--- config.mk ---
export PLATFORM = sky130hd
export DESIGN_NAME = mem_port_arbiter
export DESIGN_NICKNAME = d
export VERILOG_FILES = /design/src/rtl/mem_port_arbiter.sv
export SDC_FILE = /design/constraint.sdc
export NUM_CORES = 1
export LEC_CHECK = 0
export BUFFER_PORTS_ARGS = -buffer_cell sky130_fd_sc_hd__clkbuf_2
export CAP_MARGIN = 0
export CORE_MARGIN = 3
export CORE_UTILIZATION = 49
export CTS_CLUSTER_DIAMETER = 100
export CTS_CLUSTER_SIZE = 20
export DETAILED_ROUTE_END_ITERATION = 16
export PLACE_DENSITY = 0.85
export SLEW_MARGIN = 20
export SYNTH_ARGS = -nofsm -noshare
export SYNTH_HDL_FRONTEND = slang
export SYNTH_SLANG_ARGS = --single-unit
--- constraint.sdc ---
create_clock -name clk -period 4.1 [get_ports clk]
set_input_delay 0.41 -clock clk [delete_from_list [all_inputs] [get_ports clk]]
set_output_delay 0.41 -clock clk [all_outputs]
set_load 0.02 [all_outputs]
--- src/rtl/mem_port_arbiter.sv ---
// Two-master arbiter for the single-port program/data memory: one transaction at a time,
// round-robin between cpu (port 0) and loader/DMA (port 1), with a bounded lock for burst reads.
module mem_port_arbiter #(
    parameter int AW       = 16,
    parameter int DW       = 32,
    parameter int MEM_LAT  = 2,
    parameter int MAX_LOCK = 8
) (
    input  logic          clk,
    input  logic          reset,
    input  logic          m0_req,
    input  logic          m0_we,
    input  logic [AW-1:0] m0_addr,
    input  logic [DW-1:0] m0_wdata,
    input  logic          m0_lock,
    output logic          m0_ack,
    output logic [DW-1:0] m0_rdata,
    input  logic          m1_req,
    input  logic          m1_we,
    input  logic [AW-1:0] m1_addr,
    input  logic [DW-1:0] m1_wdata,
    input  logic          m1_lock,
    output logic          m1_ack,
    output logic [DW-1:0] m1_rdata,
    output logic          mem_en,
    output logic          mem_we,
    output logic [AW-1:0] mem_addr,
    output logic [DW-1:0] mem_wdata,
    input  logic [DW-1:0] mem_rdata,
    output logic          owner,
    output logic          busy
);

    localparam logic [1:0] IDLE  = 2'd0;
    localparam logic [1:0] ISSUE = 2'd1;
    localparam logic [1:0] WAIT  = 2'd2;
    localparam logic [1:0] DONE  = 2'd3;

    localparam int CW = (MEM_LAT < 2) ? 1 : $clog2(MEM_LAT + 1);
    localparam int LW = $clog2(MAX_LOCK + 1);
    localparam logic [CW-1:0] LAT_LOAD = CW'(MEM_LAT);
    localparam logic [LW-1:0] LOCK_SAT = LW'(MAX_LOCK);

    logic [1:0]    state;
    logic [CW-1:0] wait_cnt;
    logic [LW-1:0] lock_cnt;
    logic          lock_held;
    logic          we_q;

    logic          owner_req;
    logic          other_req;
    logic          owner_lock;
    logic          grant_any;
    logic          grant_port;
    logic [LW-1:0] lock_cnt_nxt;

    assign busy = (state != IDLE);

    // Grant decision: a live lock wins until it has been honoured MAX_LOCK times,
    // then the other port gets a turn if it is waiting.
    always_comb begin
        owner_req    = owner ? m1_req  : m0_req;
        other_req    = owner ? m0_req  : m1_req;
        owner_lock   = owner ? m1_lock : m0_lock;
        grant_any    = m0_req | m1_req;
        grant_port   = owner;
        lock_cnt_nxt = lock_cnt;
        if (lock_held && owner_req && (lock_cnt < LOCK_SAT)) begin
            grant_port   = owner;
            lock_cnt_nxt = lock_cnt + 1'b1;
        end else if (other_req) begin
            grant_port   = ~owner;
            lock_cnt_nxt = '0;
        end else if (owner_req) begin
            grant_port   = owner;
            lock_cnt_nxt = lock_held ? LW'(1) : lock_cnt;
        end
    end

    always_ff @(posedge clk) begin
        if (reset) begin
            state     <= IDLE;
            owner     <= 1'b1;
            lock_cnt  <= '0;
            lock_held <= 1'b0;
            wait_cnt  <= '0;
            we_q      <= 1'b0;
            mem_en    <= 1'b0;
            mem_we    <= 1'b0;
            mem_addr  <= '0;
            mem_wdata <= '0;
            m0_ack    <= 1'b0;
            m1_ack    <= 1'b0;
            m0_rdata  <= '0;
            m1_rdata  <= '0;
        end else begin
            case (state)
                IDLE: begin
                    if (grant_any) begin
                        owner     <= grant_port;
                        lock_cnt  <= lock_cnt_nxt;
                        we_q      <= grant_port ? m1_we    : m0_we;
                        mem_we    <= grant_port ? m1_we    : m0_we;
                        mem_addr  <= grant_port ? m1_addr  : m0_addr;
                        mem_wdata <= grant_port ? m1_wdata : m0_wdata;
                        mem_en    <= 1'b1;
                        state     <= ISSUE;
                    end
                end
                ISSUE: begin
                    mem_en   <= 1'b0;
                    mem_we   <= 1'b0;
                    wait_cnt <= LAT_LOAD;
                    state    <= WAIT;
                end
                WAIT: begin
                    wait_cnt <= wait_cnt - 1'b1;
                    if (wait_cnt == CW'(1)) begin
                        if (!we_q) begin
                            if (owner) m1_rdata <= mem_rdata;
                            else       m0_rdata <= mem_rdata;
                        end
                        m0_ack <= ~owner;
                        m1_ack <= owner;
                        state  <= DONE;
                    end
                end
                DONE: begin
                    m0_ack    <= 1'b0;
                    m1_ack    <= 1'b0;
                    lock_held <= owner_lock;
                    state     <= IDLE;
                end
                default: state <= IDLE;
            endcase
        end
    end

endmodule
==> results.cfg, run 1 <==
[outcome]
status = completed

[synth]
ys_warn_count = 0
syn_nets = 797
yosys.area.top_type_share = 0.498
synth.top_cells.by_count = 132 x nand2_1, 127 x dfxtp_1, 101 x nor3_1
synth_top_area_cell = dfxtp_1
synth_cells = 654
synth_cell_types = 32
synthFlopType = dfxtp_1
seq_area_frac_synth = 0.498
synthTopCellsByArea = dfxtp_1 50%, nor3_1 9.9%, nand2_1 9.7%
synth-edff-count = 0
mappedNetlistArea_sq_mm = 0.00511
syn_avg_cell_area_sq_um = 7.81
yosysMostFrequentCell = nand2_1
synthArstFlopShare = 0
ys_seq_elements = 127

[critical_path]
required_ns = 4.50
crit_slowest_cell = dfxtp_1
max_stage_delay_ns = 0.64
rr_startpoint = owner
path_max_fanout = 39
end_kind = flip-flop
r2r_slack_ns = 1.68
cp-start-kind = flip-flop
crit_chain = nor2b_1 -> a211oi_4 -> buf_4 -> nor3_1 -> nor4_1
crit_arrival_ns = 2.82
reg2reg_depth = 5
r2r_end = mem_wdata[2]
worstSetupPathType = flip-flop to flip-flop

[hold_path]
hold_depth = 3
min_from = mem_rdata[7]
hold_path_end = m1_rdata[7]
hold_class = input port to flip-flop

[clock_network]
cts-hold-fix-buffers = 0
clock_latency_ns = 0.50
cts_setup_buffers = 0
cts.sinks = 127
post_cts_resized = 0
ctsRootBufferMaster = clkbuf_8
numCtsBuffers = 17
cts.path.max_buffers = 2
path_clk_slew_ns = 0.06
htreeDepth = 4
cts_tree = built

[job]
cap_violations = 0

[sta]
period_share = 0.590
finClkSkew_ns = 0.0115
min_period_ns = 2.42
fmax_ghz = 0.413
layout_setup_ws_ns = 1.68
relSlewSlack = 0.354
rsz0062_at_grt = no
slew_viol_final = 0
fin_tns_setup_ns = 0
tightest_slew_ns = 0.968
hold_viol = 0
setup_viol = 0

[cells_and_area]
antenna_cells = 0
drive_gt1_frac = 0.337
fin_util = 0.701
fin_nets = 1022
synthToLayoutAreaGrowth_pct = 36.7

[die]
core_area_sq_mm = 0.00995
die_w_um = 108
start_util = 0.513
row_count = 36
die-area_sq_mm = 0.0117
die_y_um = 108
io_pins = 254

[drt]
drt_pre_antenna_iters = 4
drcViolationCount = 0
wl_um = 15100
drtIter0Drc = 344
dr.max_layer_used = met4
wl_met1_um = 5940
wl_per_cell_um = 14.8
wl_met3_um = 1520
antenna_left = 0
vias_per_cell = 5.27
dr_wl_met2_um = 7270
vias = 5398

[global_route]
grt_pass1_wl_um = 23800
grt_pass1_vias = 4993
grt_max_degree = 98
antenna_found_initial = 0
grt_remaining_overflow = 0
grt.total_usage = 0.253

[power_and_ir_drop]
peakVddDrop_uv = 501
powerDensity_mw_per_mm2 = 641
leakage_nw = 3.05

[placement]
place.gp.congestion = 0.808
dp_hpwl_um = 10500
post-place-ws_ns = 1.69
io_buffers = 253
[power breakdown]
| part | internal [W] | switching, W |
|---|---|---|
| clock | 0.000872 | 0.000580 |
| combinational | 0.000461 | 0.000944 |
| sequential | 0.00147 | 0.000150 |
| total | 0.00280 | 0.00167 |
[worst max path at each step]
stage              from           end  depth (start not counted)
2_1_floorplan  state[0]  m0_rdata[23]                          9
3_3_place_gp      owner  mem_wdata[6]                          5
3_5_place_dp      owner  mem_wdata[8]                          5
4_1_cts           owner  mem_wdata[2]                          5
5_1_grt           owner   mem_addr[7]                          5
6_report          owner  mem_wdata[2]                          5
[registers in the layout (all words and copies together) (netlist names)]
| signal | flops |
|---|---|
| wait_cnt | 2 |
| mem_we | 1 |
| owner | 1 |
| m0_rdata | 32 |
| lock_cnt | 4 |
| state | 2 |
| lock_held | 1 |
| mem_en | 1 |
| m1_ack | 1 |
| m0_ack | 1 |
| mem_wdata | 32 |
| mem_addr | 16 |
| m1_rdata | 32 |
| we_q | 1 |
[cells by family (layout without fill, tap and decap cells)]
family / count (synthesis) / count (layout) / share of synthesized area
muxes: 4 / 4 / 0.00784
buffers and inverters: 63 / 301 / 0.0512
and+or+nand+nor: 364 / 364 / 0.330
DFF: 127 / 127 / 0.498
adders and majority gates: 7 / 7 / 0.0172
AOI/OAI and AO/OA: 89 / 89 / 0.0963
[worst max-delay path, delay by kind of cell (launching register included)]
kind                   cells  cell delay [ns]
buffers and inverters      1             0.47
AO/OA/AOI/OAI              1             0.59
AND/OR/NAND/NOR            3             0.57
flip-flops                 1             0.64
[metal layers]
| layer | GRT usage | vias to the layer above |
|---|---|---|
| met3 | 0.0925 | 32 |
| met1 | 0.304 | 2414 |
| met5 | 0 | - |
| met2 | 0.413 | 250 |
| li1 | - | 2702 |
| met4 | 0.0965 | 0 |
[final cells by class]
type                            instances  area (sq um)
Tap cell                              133           166
Clock buffer                           17           414
Timing Repair Buffer                  261          1330
Sequential cell                       127          2540
Multi-Input combinational cell        464          2340
Inverter                                8          30.0
Clock inverter                         15           159
Fill cell                             823          2970
[metrics by stage]
| step | total power (W) | cell area, sq um | instances | hold slack, ns |
|---|---|---|---|---|
| 6_report | 0.00447 | 6980 | 1025 | 0.141 |
| 5_1_grt | 0.00473 | 6980 | 1025 | 0.120 |
| 4_1_cts | 0.00450 | 6980 | 1025 | 0.119 |
| 3_5_place_dp | 0.00304 | 6410 | 993 | 0.446 |
| 3_3_place_gp | 0.00302 | 6410 | 993 | 0.442 |
| 2_1_floorplan | 0.00259 | 5110 | 654 | 0.450 |
[cells in the final DEF, fill, tap and decap left out, types with 2 or more instances in the layout]
cell type,netlist,layout
inv_1,8,8
a211o_1,2,2
ha_1,7,7
o22ai_1,3,3
clkbuf_16,0,16
clkinv_2,0,3
clkbuf_2,0,252
nor2b_1,3,3
bufinv_16,0,2
a211oi_1,2,2
o21ai_0,4,3
nor2_1,61,60
nand3_1,3,3
nand2_1,132,132
nor4_1,49,49
nor3b_1,2,2
inv_6,0,5
clkinvlp_4,0,3
buf_4,4,9
clkinv_4,0,2
mux2i_1,4,4
nand4b_1,2,2
dfxtp_1,127,127
nand2b_1,6,6
nor3_1,101,100
a21oi_1,73,73
Power figures use the tool's default switching activity.
==> run 2: changes to the inputs <==
--- a/config.mk
+++ b/config.mk
@@ -5,14 +5,15 @@
 export SDC_FILE = /design/constraint.sdc
 export NUM_CORES = 1
 export LEC_CHECK = 0
+export ABC_AREA = 1
 export BUFFER_PORTS_ARGS = -buffer_cell sky130_fd_sc_hd__clkbuf_2
 export CAP_MARGIN = 0
 export CORE_MARGIN = 3
-export CORE_UTILIZATION = 49
+export CORE_UTILIZATION = 46
 export CTS_CLUSTER_DIAMETER = 100
 export CTS_CLUSTER_SIZE = 20
 export DETAILED_ROUTE_END_ITERATION = 16
-export PLACE_DENSITY = 0.85
+export PLACE_DENSITY = 0.8
 export SLEW_MARGIN = 20
 export SYNTH_ARGS = -nofsm -noshare
 export SYNTH_HDL_FRONTEND = slang
==> constraint.sdc (replaced) <==
create_clock -name clk -period 2.4 [get_ports clk]
set_input_delay 0.24 -clock clk [delete_from_list [all_inputs] [get_ports clk]]
set_output_delay 0.24 -clock clk [all_outputs]
set_load 0.02 [all_outputs]
==> run 2 against run 1 <==
  * Combinational power increased by 94%
  * Clock power increased by 72%
  * Global-route usage decreased by 2.6 points
  * First-iteration DRC count increased by 50%
  * Largest cell class unchanged
==> results.cfg, run 2 <==
[critical_path]
reg2reg_depth = 8
path_max_fanout = 53
cp-start-kind = flip-flop
max_stage_delay_ns = 0.65
worstSetupPathType = flip-flop to flip-flop
crit_slowest_cell = inv_2
crit_chain = inv_1 -> ha_1 -> inv_1 -> nor2_2 -> inv_2 -> a21oi_1 -> a21o_1 -> inv_1
crit_top_cell = inv_1
crit_arrival_ns = 2.30
required_ns = 2.75
end_kind = flip-flop

[clock_network]
cts.sinks = 127
cts_tree = built
ctsRootBufferMaster = clkbuf_16
cts-hold-fix-buffers = 0
numCtsBuffers = 17
cts_setup_buffers = 0
post_cts_resized = 0
path_clk_slew_ns = 0.06
htreeDepth = 4
clock_latency_ns = 0.40
cts.path.max_buffers = 2

[sta]
setup_viol = 0
hold_viol = 0
tightest_slew_ns = 0.914
finClkSkew_ns = 0.00481
min_period_ns = 1.95
slew_viol_final = 0
relSlewSlack = 0.391
layout_setup_ws_ns = 0.454
period_share = 0.811
rsz0062_at_grt = no
fmax_ghz = 0.514
fin_tns_setup_ns = 0

[job]
cap_violations = 0

[synth]
ys_seq_elements = 127
yosysMostFrequentCell = dfxtp_1
syn_nets = 844
synthTopCellsByArea = dfxtp_1 48%, o21ai_0 11%, a21oi_1 8.7%
synth-edff-count = 0
synth_cell_types = 24
seq_area_frac_synth = 0.478
mappedNetlistArea_sq_mm = 0.00532
yosys.area.top_type_share = 0.478
synth_cells = 701
syn_avg_cell_area_sq_um = 7.59
synth.top_cells.by_count = 127 x dfxtp_1, 120 x o21ai_0, 100 x inv_1
synthFlopType = dfxtp_1
ys_warn_count = 0
synthArstFlopShare = 0
synth_top_area_cell = dfxtp_1

[hold_path]
hold_depth = 3
hold_class = input port to flip-flop

[cells_and_area]
antenna_cells = 0
synthToLayoutAreaGrowth_pct = 36.4
fin_nets = 1080
seqCellArea_sq_mm = 0.00254
multiInputGateArea_sq_mm = 0.00219
mostFrequentLayoutCell = clkbuf_2
drive_gt1_frac = 0.327
reg.largest.list = m0_rdata (32), m1_rdata (32), mem_wdata (32)
fillCellCount = 994
layout_common_cells = 253 x clkbuf_2, 127 x dfxtp_1, 120 x o21ai_0

[power_and_ir_drop]
internal_power_w = 0.00506
swShare = 0.364
seqPwrFrac = 0.345
comb_power_share = 0.341
p_clk_frac = 0.314
switchingPower_w = 0.00290
powerDensity_mw_per_mm2 = 1100
leakage_nw = 3.81
peakVddDrop_uv = 719

[global_route]
grt_pass1_vias = 5101
grt_remaining_overflow = 0
grt.total_usage = 0.226
antenna_found_initial = 0
grt_max_degree = 83
grt_pass1_wl_um = 23800

[placement]
place.gp.congestion = 0.791
io_buffers = 253
dp_hpwl_um = 10200
post-place-ws_ns = 0.492

[drt]
wl_per_cell_um = 13.4
drcViolationCount = 0
antenna_left = 0
vias_per_cell = 4.92
vias = 5366
wl_um = 14600
drtIter0Drc = 517
drt_pre_antenna_iters = 4

[die]
core_area_sq_mm = 0.0111
die_w_um = 114
start_util = 0.480
die_y_um = 114
row_count = 38
die-area_sq_mm = 0.0129
io_pins = 254

[outcome]
status = completed
## run 2: cell types whose count changed after synthesis, moves of 10 or more
cell,delta
o21ai_0,+116
nor4_1,-49
nand2_1,-77
nor2_1,+10
nor3_1,-100
a21oi_1,+19
inv_1,+92
a21o_1,+48
nand2_2,+12
## run 2: path summary, 6_finish.rpt
check | start | end | slack, ns
worst max-delay path | state[0] | mem_addr[1] | 0.45
worst min-delay path | mem_rdata[6] | m1_rdata[6] | 0.1
worst max register to register | state[0] | mem_addr[1] | 0.45
worst min register to register | m0_rdata[12] | m0_rdata[12] | 0.44
## run 2: worst max-delay path, delay by kind of cell, from the launching register on
kind / cells / cell delay, ns
simple gates: 1 / 0.05
fa+ha+maj: 1 / 0.24
flops: 1 / 0.36
compound gates: 2 / 0.33
buf+inv: 4 / 0.89
## run 2: cell type report
type,instances,share of cell area
Tap cell,140,0.0241
Sequential cell,127,0.350
Inverter,104,0.0538
Clock inverter,10,0.0153
Multi-Input combinational cell,425,0.302
Clock buffer,22,0.0653
Timing Repair Buffer,262,0.189
## run 2: cells by family (layout without fill, tap and decap cells)
| group | after synthesis | after routing | share of synthesized area |
|---|---|---|---|
| flops | 127 | 127 | 0.478 |
| fa+ha+maj | 7 | 7 | 0.0165 |
| compound gates | 267 | 267 | 0.277 |
| buf+inv | 149 | 398 | 0.112 |
| xor+xnor | 1 | 1 | 0.00165 |
| simple gates | 150 | 150 | 0.116 |
## run 2: stage by stage
stage,cell area [sq um],total power [W],utilization,std cells,hold WS [ns]
after global placement,6670,0.00546,0.602,1058,0.430
after detailed placement,6670,0.00550,0.602,1058,0.435
after CTS,7260,0.00805,0.655,1090,0.0754
final,7260,0.00797,0.655,1090,0.0960
after floorplan,5320,0.00466,-,701,0.405
after global routing,7260,0.00849,0.655,1090,0.0950
## run 2: power by group through the flow
stage	clock, W	combinational (W)	sequential [W]
CTS	0.00256	0.00274	0.00275
finish	0.00250	0.00272	0.00275
global placement	0	0.00269	0.00278
detailed placement	0	0.00272	0.00278
global route	0.00266	0.00303	0.00279
floorplan	0	0.00149	0.00317
## run 2: metal layers
metal	vias to the layer above	GRT usage	wire length [um]
met2	207	0.376	7000
li1	2752	-	-
met1	2378	0.259	5850
met4	0	0.0986	351
met5	-	0	0
met3	29	0.0870	1380
